### src/rtl/uart_baud_gen.sv
// UART bit-timing generator: preset or custom divisor, frame state machine with
// registered mid-bit sample tick, end-of-bit tick, bit index and frame-done pulse.
module uart_baud_gen #(
  parameter int CLK_FREQ   = 50000000,
  parameter int CNT_W      = 16,
  parameter int FRAME_BITS = 10
) (
  input  logic             clk,
  input  logic             rst_n,
  input  logic             baud_start,
  input  logic [2:0]       baud_sel,
  input  logic [CNT_W-1:0] custom_div,
  output logic             mid_tick,
  output logic             bit_tick,
  output logic [3:0]       bit_idx,
  output logic             frame_done,
  output logic             busy
);

  typedef enum logic [1:0] {IDLE, RUN, DONE} state_t;

  localparam logic [CNT_W-1:0] DIV_9600   = CNT_W'(CLK_FREQ / 9600 - 1);
  localparam logic [CNT_W-1:0] DIV_19200  = CNT_W'(CLK_FREQ / 19200 - 1);
  localparam logic [CNT_W-1:0] DIV_38400  = CNT_W'(CLK_FREQ / 38400 - 1);
  localparam logic [CNT_W-1:0] DIV_57600  = CNT_W'(CLK_FREQ / 57600 - 1);
  localparam logic [CNT_W-1:0] DIV_115200 = CNT_W'(CLK_FREQ / 115200 - 1);
  localparam logic [CNT_W-1:0] MIN_DIV    = CNT_W'(3);
  localparam logic [3:0]       LAST_BIT   = 4'(FRAME_BITS - 1);

  state_t           state_q, state_d;
  logic [CNT_W-1:0] cont_q, cont_d;
  logic [CNT_W-1:0] div_q, div_d;
  logic [3:0]       bit_idx_q, bit_idx_d;
  logic             mid_tick_q, mid_tick_d;
  logic             bit_tick_q, bit_tick_d;
  logic             frame_done_q, frame_done_d;
  logic             busy_q, busy_d;

  logic [CNT_W-1:0] sel_div;
  logic [CNT_W-1:0] half_div;
  logic             at_half;
  logic             at_end;

  // Divisor captured only on frame entry; selects 5 and 6 fall back to 9600.
  always_comb begin
    sel_div = DIV_9600;
    case (baud_sel)
      3'd1:    sel_div = DIV_19200;
      3'd2:    sel_div = DIV_38400;
      3'd3:    sel_div = DIV_57600;
      3'd4:    sel_div = DIV_115200;
      3'd7:    sel_div = (custom_div < MIN_DIV) ? MIN_DIV : custom_div;
      default: sel_div = DIV_9600;
    endcase
  end

  assign half_div = div_q >> 1;
  assign at_half  = (cont_q == half_div);
  assign at_end   = (cont_q == div_q);

  always_comb begin
    state_d      = state_q;
    cont_d       = cont_q;
    div_d        = div_q;
    bit_idx_d    = bit_idx_q;
    mid_tick_d   = 1'b0;
    bit_tick_d   = 1'b0;
    frame_done_d = 1'b0;
    case (state_q)
      IDLE: begin
        if (baud_start) begin
          state_d   = RUN;
          div_d     = sel_div;
          cont_d    = '0;
          bit_idx_d = '0;
        end
      end
      RUN: begin
        // An abort suppresses any tick that would have matched on this edge.
        if (!baud_start) begin
          state_d   = IDLE;
          cont_d    = '0;
          bit_idx_d = '0;
        end else begin
          mid_tick_d = at_half;
          if (at_end) begin
            bit_tick_d = 1'b1;
            cont_d     = '0;
            if (bit_idx_q == LAST_BIT) begin
              state_d      = DONE;
              bit_idx_d    = '0;
              frame_done_d = 1'b1;
            end else begin
              bit_idx_d = bit_idx_q + 4'd1;
            end
          end else begin
            cont_d = cont_q + CNT_W'(1);
          end
        end
      end
      DONE: begin
        if (!baud_start) state_d = IDLE;
      end
      default: state_d = IDLE;
    endcase
    busy_d = (state_d == RUN);
  end

  always_ff @(posedge clk or negedge rst_n) begin
    if (!rst_n) begin
      state_q      <= IDLE;
      cont_q       <= '0;
      div_q        <= '0;
      bit_idx_q    <= '0;
      mid_tick_q   <= 1'b0;
      bit_tick_q   <= 1'b0;
      frame_done_q <= 1'b0;
      busy_q       <= 1'b0;
    end else begin
      state_q      <= state_d;
      cont_q       <= cont_d;
      div_q        <= div_d;
      bit_idx_q    <= bit_idx_d;
      mid_tick_q   <= mid_tick_d;
      bit_tick_q   <= bit_tick_d;
      frame_done_q <= frame_done_d;
      busy_q       <= busy_d;
    end
  end

  assign mid_tick   = mid_tick_q;
  assign bit_tick   = bit_tick_q;
  assign bit_idx    = bit_idx_q;
  assign frame_done = frame_done_q;
  assign busy       = busy_q;

endmodule

### config.mk
export PLATFORM = sky130hd
export DESIGN_NAME = uart_baud_gen
export DESIGN_NICKNAME = d
export VERILOG_FILES = /design/src/rtl/uart_baud_gen.sv
export SDC_FILE = /design/constraint.sdc
export NUM_CORES = 1
export LEC_CHECK = 0
export BUFFER_PORTS_ARGS = -buffer_cell sky130_fd_sc_hd__buf_4
export CAP_MARGIN = 30
export CORE_ASPECT_RATIO = 1.25
export CORE_UTILIZATION = 47
export CTS_BUF_LIST = sky130_fd_sc_hd__clkbuf_4 sky130_fd_sc_hd__clkbuf_8
export CTS_CLUSTER_SIZE = 20
export DETAILED_ROUTE_END_ITERATION = 10
export PLACE_DENSITY = 0.67
export SETUP_SLACK_MARGIN = 0.4
export SLEW_MARGIN = 20
export SYNTH_ARGS = -nofsm -noshare
export SYNTH_HDL_FRONTEND = slang
export SYNTH_SLANG_ARGS = --single-unit
### constraint.sdc
create_clock -name clk -period 2.17 [get_ports clk]
set_input_delay 0.3255 -clock clk [delete_from_list [all_inputs] [get_ports clk]]
set_output_delay 0.3255 -clock clk [all_outputs]
set_load 0.01 [all_outputs]
Word level (Yosys, flattened, before mapping)
Cells that the tools add are included.
{ "word_totals": {"output_inout_bits": 8, "ff_bits": 42, "input_bits": 22, "elab_cells": 55} }
{ "classes": {"eq_ne": 13, "reduce_logical": 5, "n_mux": 26, "order_cmp": 1, "add_sub_neg": 2} }
{ "op_table": {"columns": ["cell", "n"], "rows": [
  ["16-bit case mux with 5 select lines", 1],
  ["16-bit two-way mux", 4],
  ["16-bit case mux with 2 select lines", 1],
  ["16-bit by 1-bit adder with 16-bit output, second input constant", 1],
  ["16-bit by 15-bit == test with 1-bit output", 1],
  ["16-bit == test", 1],
  ["16-bit by 2-bit less-than comparator with 1-bit output, second input constant", 1],
  ["4-bit two-way mux", 4],
  ["2-bit two-way mux", 5],
  ["1-bit two-way mux", 9],
  ["4-bit case mux with 2 select lines", 1],
  ["3-bit by 2-bit == test with 1-bit output, second input constant", 2],
  ["3-bit == test, second input constant", 2],
  ["2-bit case mux with 3 select lines", 1],
  ["4-bit by 1-bit adder with 4-bit output, second input constant", 1],
  ["2-bit by 1-bit == test with 1-bit output, second input constant", 2],
  ["4-bit == test, second input constant", 1],
  ["2-bit AND reduction", 2],
  ["3-bit by 1-bit == test with 1-bit output, second input constant", 1],
  ["3-bit != test, second input constant", 1],
  ["3-bit AND reduction", 1],
  ["2-bit == test, second input constant", 1],
  ["2-bit zero test", 1],
  ["2-bit != test, second input constant", 1],
  ["2-bit nonzero test", 1]
]} }

Logic depth before layout (Yosys ltp)
{ "logic_depth": {"ltp_word": 6, "ltp_mapped": 7, "depth_no_buf": 7} }

Worst setup path after synthesis
No wires, ideal clock.
{ "synth_path": {"kind": "register to register", "startpoint": "register cont_q[8]", "endpoint": "register bit_idx_q[1], in the netlist bit_idx[1]", "required_ns": 2.042, "arrival_time_ns": 1.800, "stages_incl_launch_ff": 7, "path_slack_ns": 0.242, "period_less_slack_ns": 1.928, "setup_ns": 0.128, "path_cell_list": "dfrtp_1 buf_6 xor2_1 nor4_2 nand4_2 a31oi_4 mux2_1"} }
{ "synth_via": {"elab_chain_len": 3} }
{ "synth_lines": {"columns": ["item", "line_no", "text"], "rows": [
  ["from (decl)", "31", "logic [CNT_W-1:0] cont_q, cont_d;"],
  ["from (signal assigned)", "121", "cont_q <= cont_d;"],
  ["16-bit == test", "59", "assign at_end = (cont_q == div_q);"],
  ["3-bit != test (no source line)", null, null],
  ["3-bit AND reduction (no source line)", null, null],
  ["to (signal assigned)", "123", "bit_idx_q <= bit_idx_d;"],
  ["to (decl)", "33", "logic [3:0] bit_idx_q, bit_idx_d;"]
]} }
Every way passes these cells.
A chain may end at the register's enable or synchronous reset.

Worst setup path in the final report
{ "layout_path": {"startpoint": "register div_q[13]", "endpoint": "register state_q[0]"} }
{ "layout_via": {"elab_chain_len": 4} }
{ "layout_lines": {"columns": ["item", "line_no", "text"], "rows": [
  ["from (decl)", "32", "logic [CNT_W-1:0] div_q, div_d;"],
  ["from (signal assigned)", "122", "div_q <= div_d;"],
  ["16-bit == test", "59", null],
  ["2-bit two-way mux", "86", "if (at_end) begin"],
  ["2-bit two-way mux", "80", "if (!baud_start) begin"],
  ["2-bit case mux with 3 select lines", "69", "case (state_q)"],
  ["named net state_d[0]", "30", "state_t state_q, state_d;"],
  ["to (signal assigned)", "120", "state_q <= state_d;"],
  ["to (decl)", "30", null]
]} }
The timed path passes the listed nets, and every way through them passes these cells.

==> flow_summary.yaml <==
outcome:
  status: "finished, violations left"
  violations: "hold timing"
placed_design:
  gp_congestion: 0.855
  placed_area_mm2: 0.00272
  dp_hpwl_mm: 4.12
  numPortBuffers: 29
  dpl.cell_count: 352
floorplan:
  fp.coreArea_mm2: 0.00487
  die_area_mm2: 0.00548
  fp.dieW_um: 66.4
  die_h_um: 82.5
  ios: 30
  start_util: 0.501
  row_count: 28
timing:
  finalSetupViolations: 0
  hold_slack_ns: -0.0154
  grt_setup_unrepaired: "true"
  fin_crit_ns: 1.88
  fmax_mhz: 532
  fin_tns_setup_ns: 0
  hold_violations: 11
  fin_crit_sh: 0.866
  maxSlewViolCount: 0
  fin_skew_ns: 0.0121
  worst_slew_pin_slew_ns: 0.520
  maxSlewHeadroom: 0.653
worst_setup_path:
  rr_startpoint: "div_q[13]"
  path_class: "reg2reg"
  worstPathArrival_ns: 2.07
  critical-path-max-stage-delay_ns: 0.42
  critPathSlowestCell: "dfrtp_1"
  end_kind: "flip-flop"
  r2r_setup_slack_ns: 0.29
  path_max_fanout: 4
  r2r_cells: 5
  crit_chain: "xor2_1 > nor4_2 > nand4_2 > or3_4 > o211a_1"
  required_ns: 2.37
  cp-start-kind: "flip-flop"
  r2r-end: "state_q[0]"
yosys:
  ys_warn_count: 0
  synth_cell_types: 36
  synthFlopType: "dfrtp_1"
  ys_seq_area_frac: 0.431
  yosys.area_share.simple: 0.230
  async_flop_share: 1.00
  synthAdderAreaFrac: 0.0154
  syn_area_per_cell_um2: 9.09
  syn_nets: 293
  synth_xor_area_frac: 0.162
  synth_mux_area_frac: 0.0128
  netlist_instances: 268
  ys_ff_latch: 42
  synth_top_area_frac: 0.431
  synth_top_family_by_area: "simple AND/OR/NAND/NOR gates"
  yosysMostFrequentCell: "dfrtp_1"
  synth_compound_area_frac: 0.103
  synth.cell_area_mm2: 0.00244
  synth_edf_count: 0
  synth_top_cell_by_area: "dfrtp_1"
  synthTopCellsByCount: "dfrtp_1, xor2_1, nor2_1, nand2_1, a21oi_1"
  yosys-top-cells-area: "dfrtp_1, xor2_1, nor2_1, nand2_1, a21oi_1"
cells_and_area:
  fillCellCount: 462
  finalNetCount: 331
  syn_to_final_growth_pct: 20.1
  drive_above_1_share: 0.244
  seq_area_mm2: 0.00106
  multi_input_area_mm2: 0.00129
  instances_no_fill: 367
  num_antenna_cells: 0
  fin_area_mm2: 0.00293
clock_network:
  worst_skew_pair.late_latency_ns: 0.30
  cts_made_buffers: 5
  clk_path_buf_depth: 2
  cts.sinks: 42
  cts_tree: "built"
  path_clk_slew_ns: 0.09
  clockRootBuffer: "clkbuf_8"
  htree_levels: 2
route:
  avgRoutedWirePerCell_um: 15.1
  drtIter0Drc: 94
  firstDrtPassIters: 4
  wl_mm: 5.55
  postRouteAntennaNets: 0
  vias: 1971
  avgViaCountPerCell: 5.37
  drc_errors: 0
pwr:
  p_leak_nw: 1.38
  power.internal_mw: 1.29
  p_total_mw: 1.75
  clkPwrFrac: 0.359
  pwr-share-seq: 0.500
  swShare: 0.264
  combPwrFrac: 0.142
  power_density_mw_per_mm2: 599
  p_sw_mw: 0.462
  ir_drop_uv: 394
global_routing:
  grt_first_pass_wirelength_mm: 9.20
  grt_max_degree: 43
  antenna_found_initial: 0
  grtUsageMet2: 0.432
  use_met3: 0.0426
  top_usage_layer: "met2"
  track_usage: 0.229
  grt_overflow: 0
  grt_pass1_vias: 1976
  grt_util_met1: 0.257
min_path:
  hold_class: "in2async"
job:
  cap_viol_max_count: 0
[critical path: cells and delay by family (launching register included)]
family / cells / cell delay [ns]
AO/OA/AOI/OAI: 1 / 0.22
XOR/XNOR: 1 / 0.18
flip-flops: 1 / 0.42
AND/OR/NAND/NOR: 3 / 0.96
[placed cells by master, fill, tap and decap left out, types with 2 or more instances in the layout]
cell        n
dfrtp_1    34
nor2_1     36
clkbuf_8    5
nor2b_1     2
xor2_1     40
buf_4      46
nor4_2      5
mux2i_1     2
ha_1        3
inv_1       6
o21ai_0     8
dfrtp_2     8
nand2_1    30
a21oi_1    19
o211a_1     2
o2bb2ai_1   2
nand4_1     4
nor4_1      6
and3_1      2
nand2b_1    5
xnor2_1     5
nand3_1    16
nor3_1      3
[timing repair]
action                     CTS  global route
hold buffers                 0             0
hold endpoints to repair     0             0
gates resized for setup      6             8
pin swaps                    4             5
buffers inserted             3             4
setup endpoints to repair   21            23
[power groups by stage]
stage / registers, mW / logic [mW] / clock network, mW
2_1_floorplan: 0.874 / 0.151 / 0
3_3_place_gp: 0.890 / 0.231 / 0
4_1_cts: 0.874 / 0.246 / 0.636
6_report: 0.876 / 0.248 / 0.629
3_5_place_dp: 0.891 / 0.233 / 0
5_1_grt: 0.881 / 0.280 / 0.665
[sequential cells by signal, indices dropped and copies added (netlist names)]
signal      flops
bit_idx         4
bit_tick        1
busy            1
cont_q         16
div_q          16
frame_done      1
mid_tick        1
state_q         2
[per-stage QoR]
step           hold slack (ns)   util  setup slack [ns]
2_1_floorplan           0.0299      -             0.307
3_3_place_gp             0.340  0.559             0.293
3_5_place_dp             0.336  0.559             0.199
4_1_cts                 0.0107  0.590             0.293
5_1_grt                 0.0229  0.601             0.256
6_report               -0.0154  0.601             0.291
[cell families (layout without fill, tap and decap cells)]
kind of cell / after synthesis / after routing
simple gates: 114 / 114
compound gates: 39 / 39
mux: 3 / 3
xor+xnor: 45 / 45
flops: 42 / 42
fa+ha+maj: 3 / 3
buf+inv: 22 / 61
[layout make-up]
cell class / count / share of cell area
timing repair buffer: 47 / 0.123
tap: 60 / 0.0256
inverter: 6 / 0.00769
multi-input combinational: 204 / 0.442
clock buffer: 6 / 0.0261
clock inverter: 2 / 0.0128
sequential: 42 / 0.362
[layer usage]
metal	up-vias	routed length (um)	part of all wire
li1	985	-	-
met1	929	2300	0.41
met2	49	2980	0.54
met3	8	175	0.032
met4	0	96	0.017
met5	-	0	0
[how the worst max path moves through the flow]
stage                     startpoint          to  cells past startpoint
after global placement     cont_q[8]        busy                      5
after floorplan            cont_q[8]  bit_idx[1]                      6
after CTS                  cont_q[6]  state_q[0]                      5
after global routing       div_q[13]  state_q[0]                      5
after detailed placement   cont_q[8]  state_q[0]                      5
final                      div_q[13]  state_q[0]                      5
(Power assumes the default switching activity.)
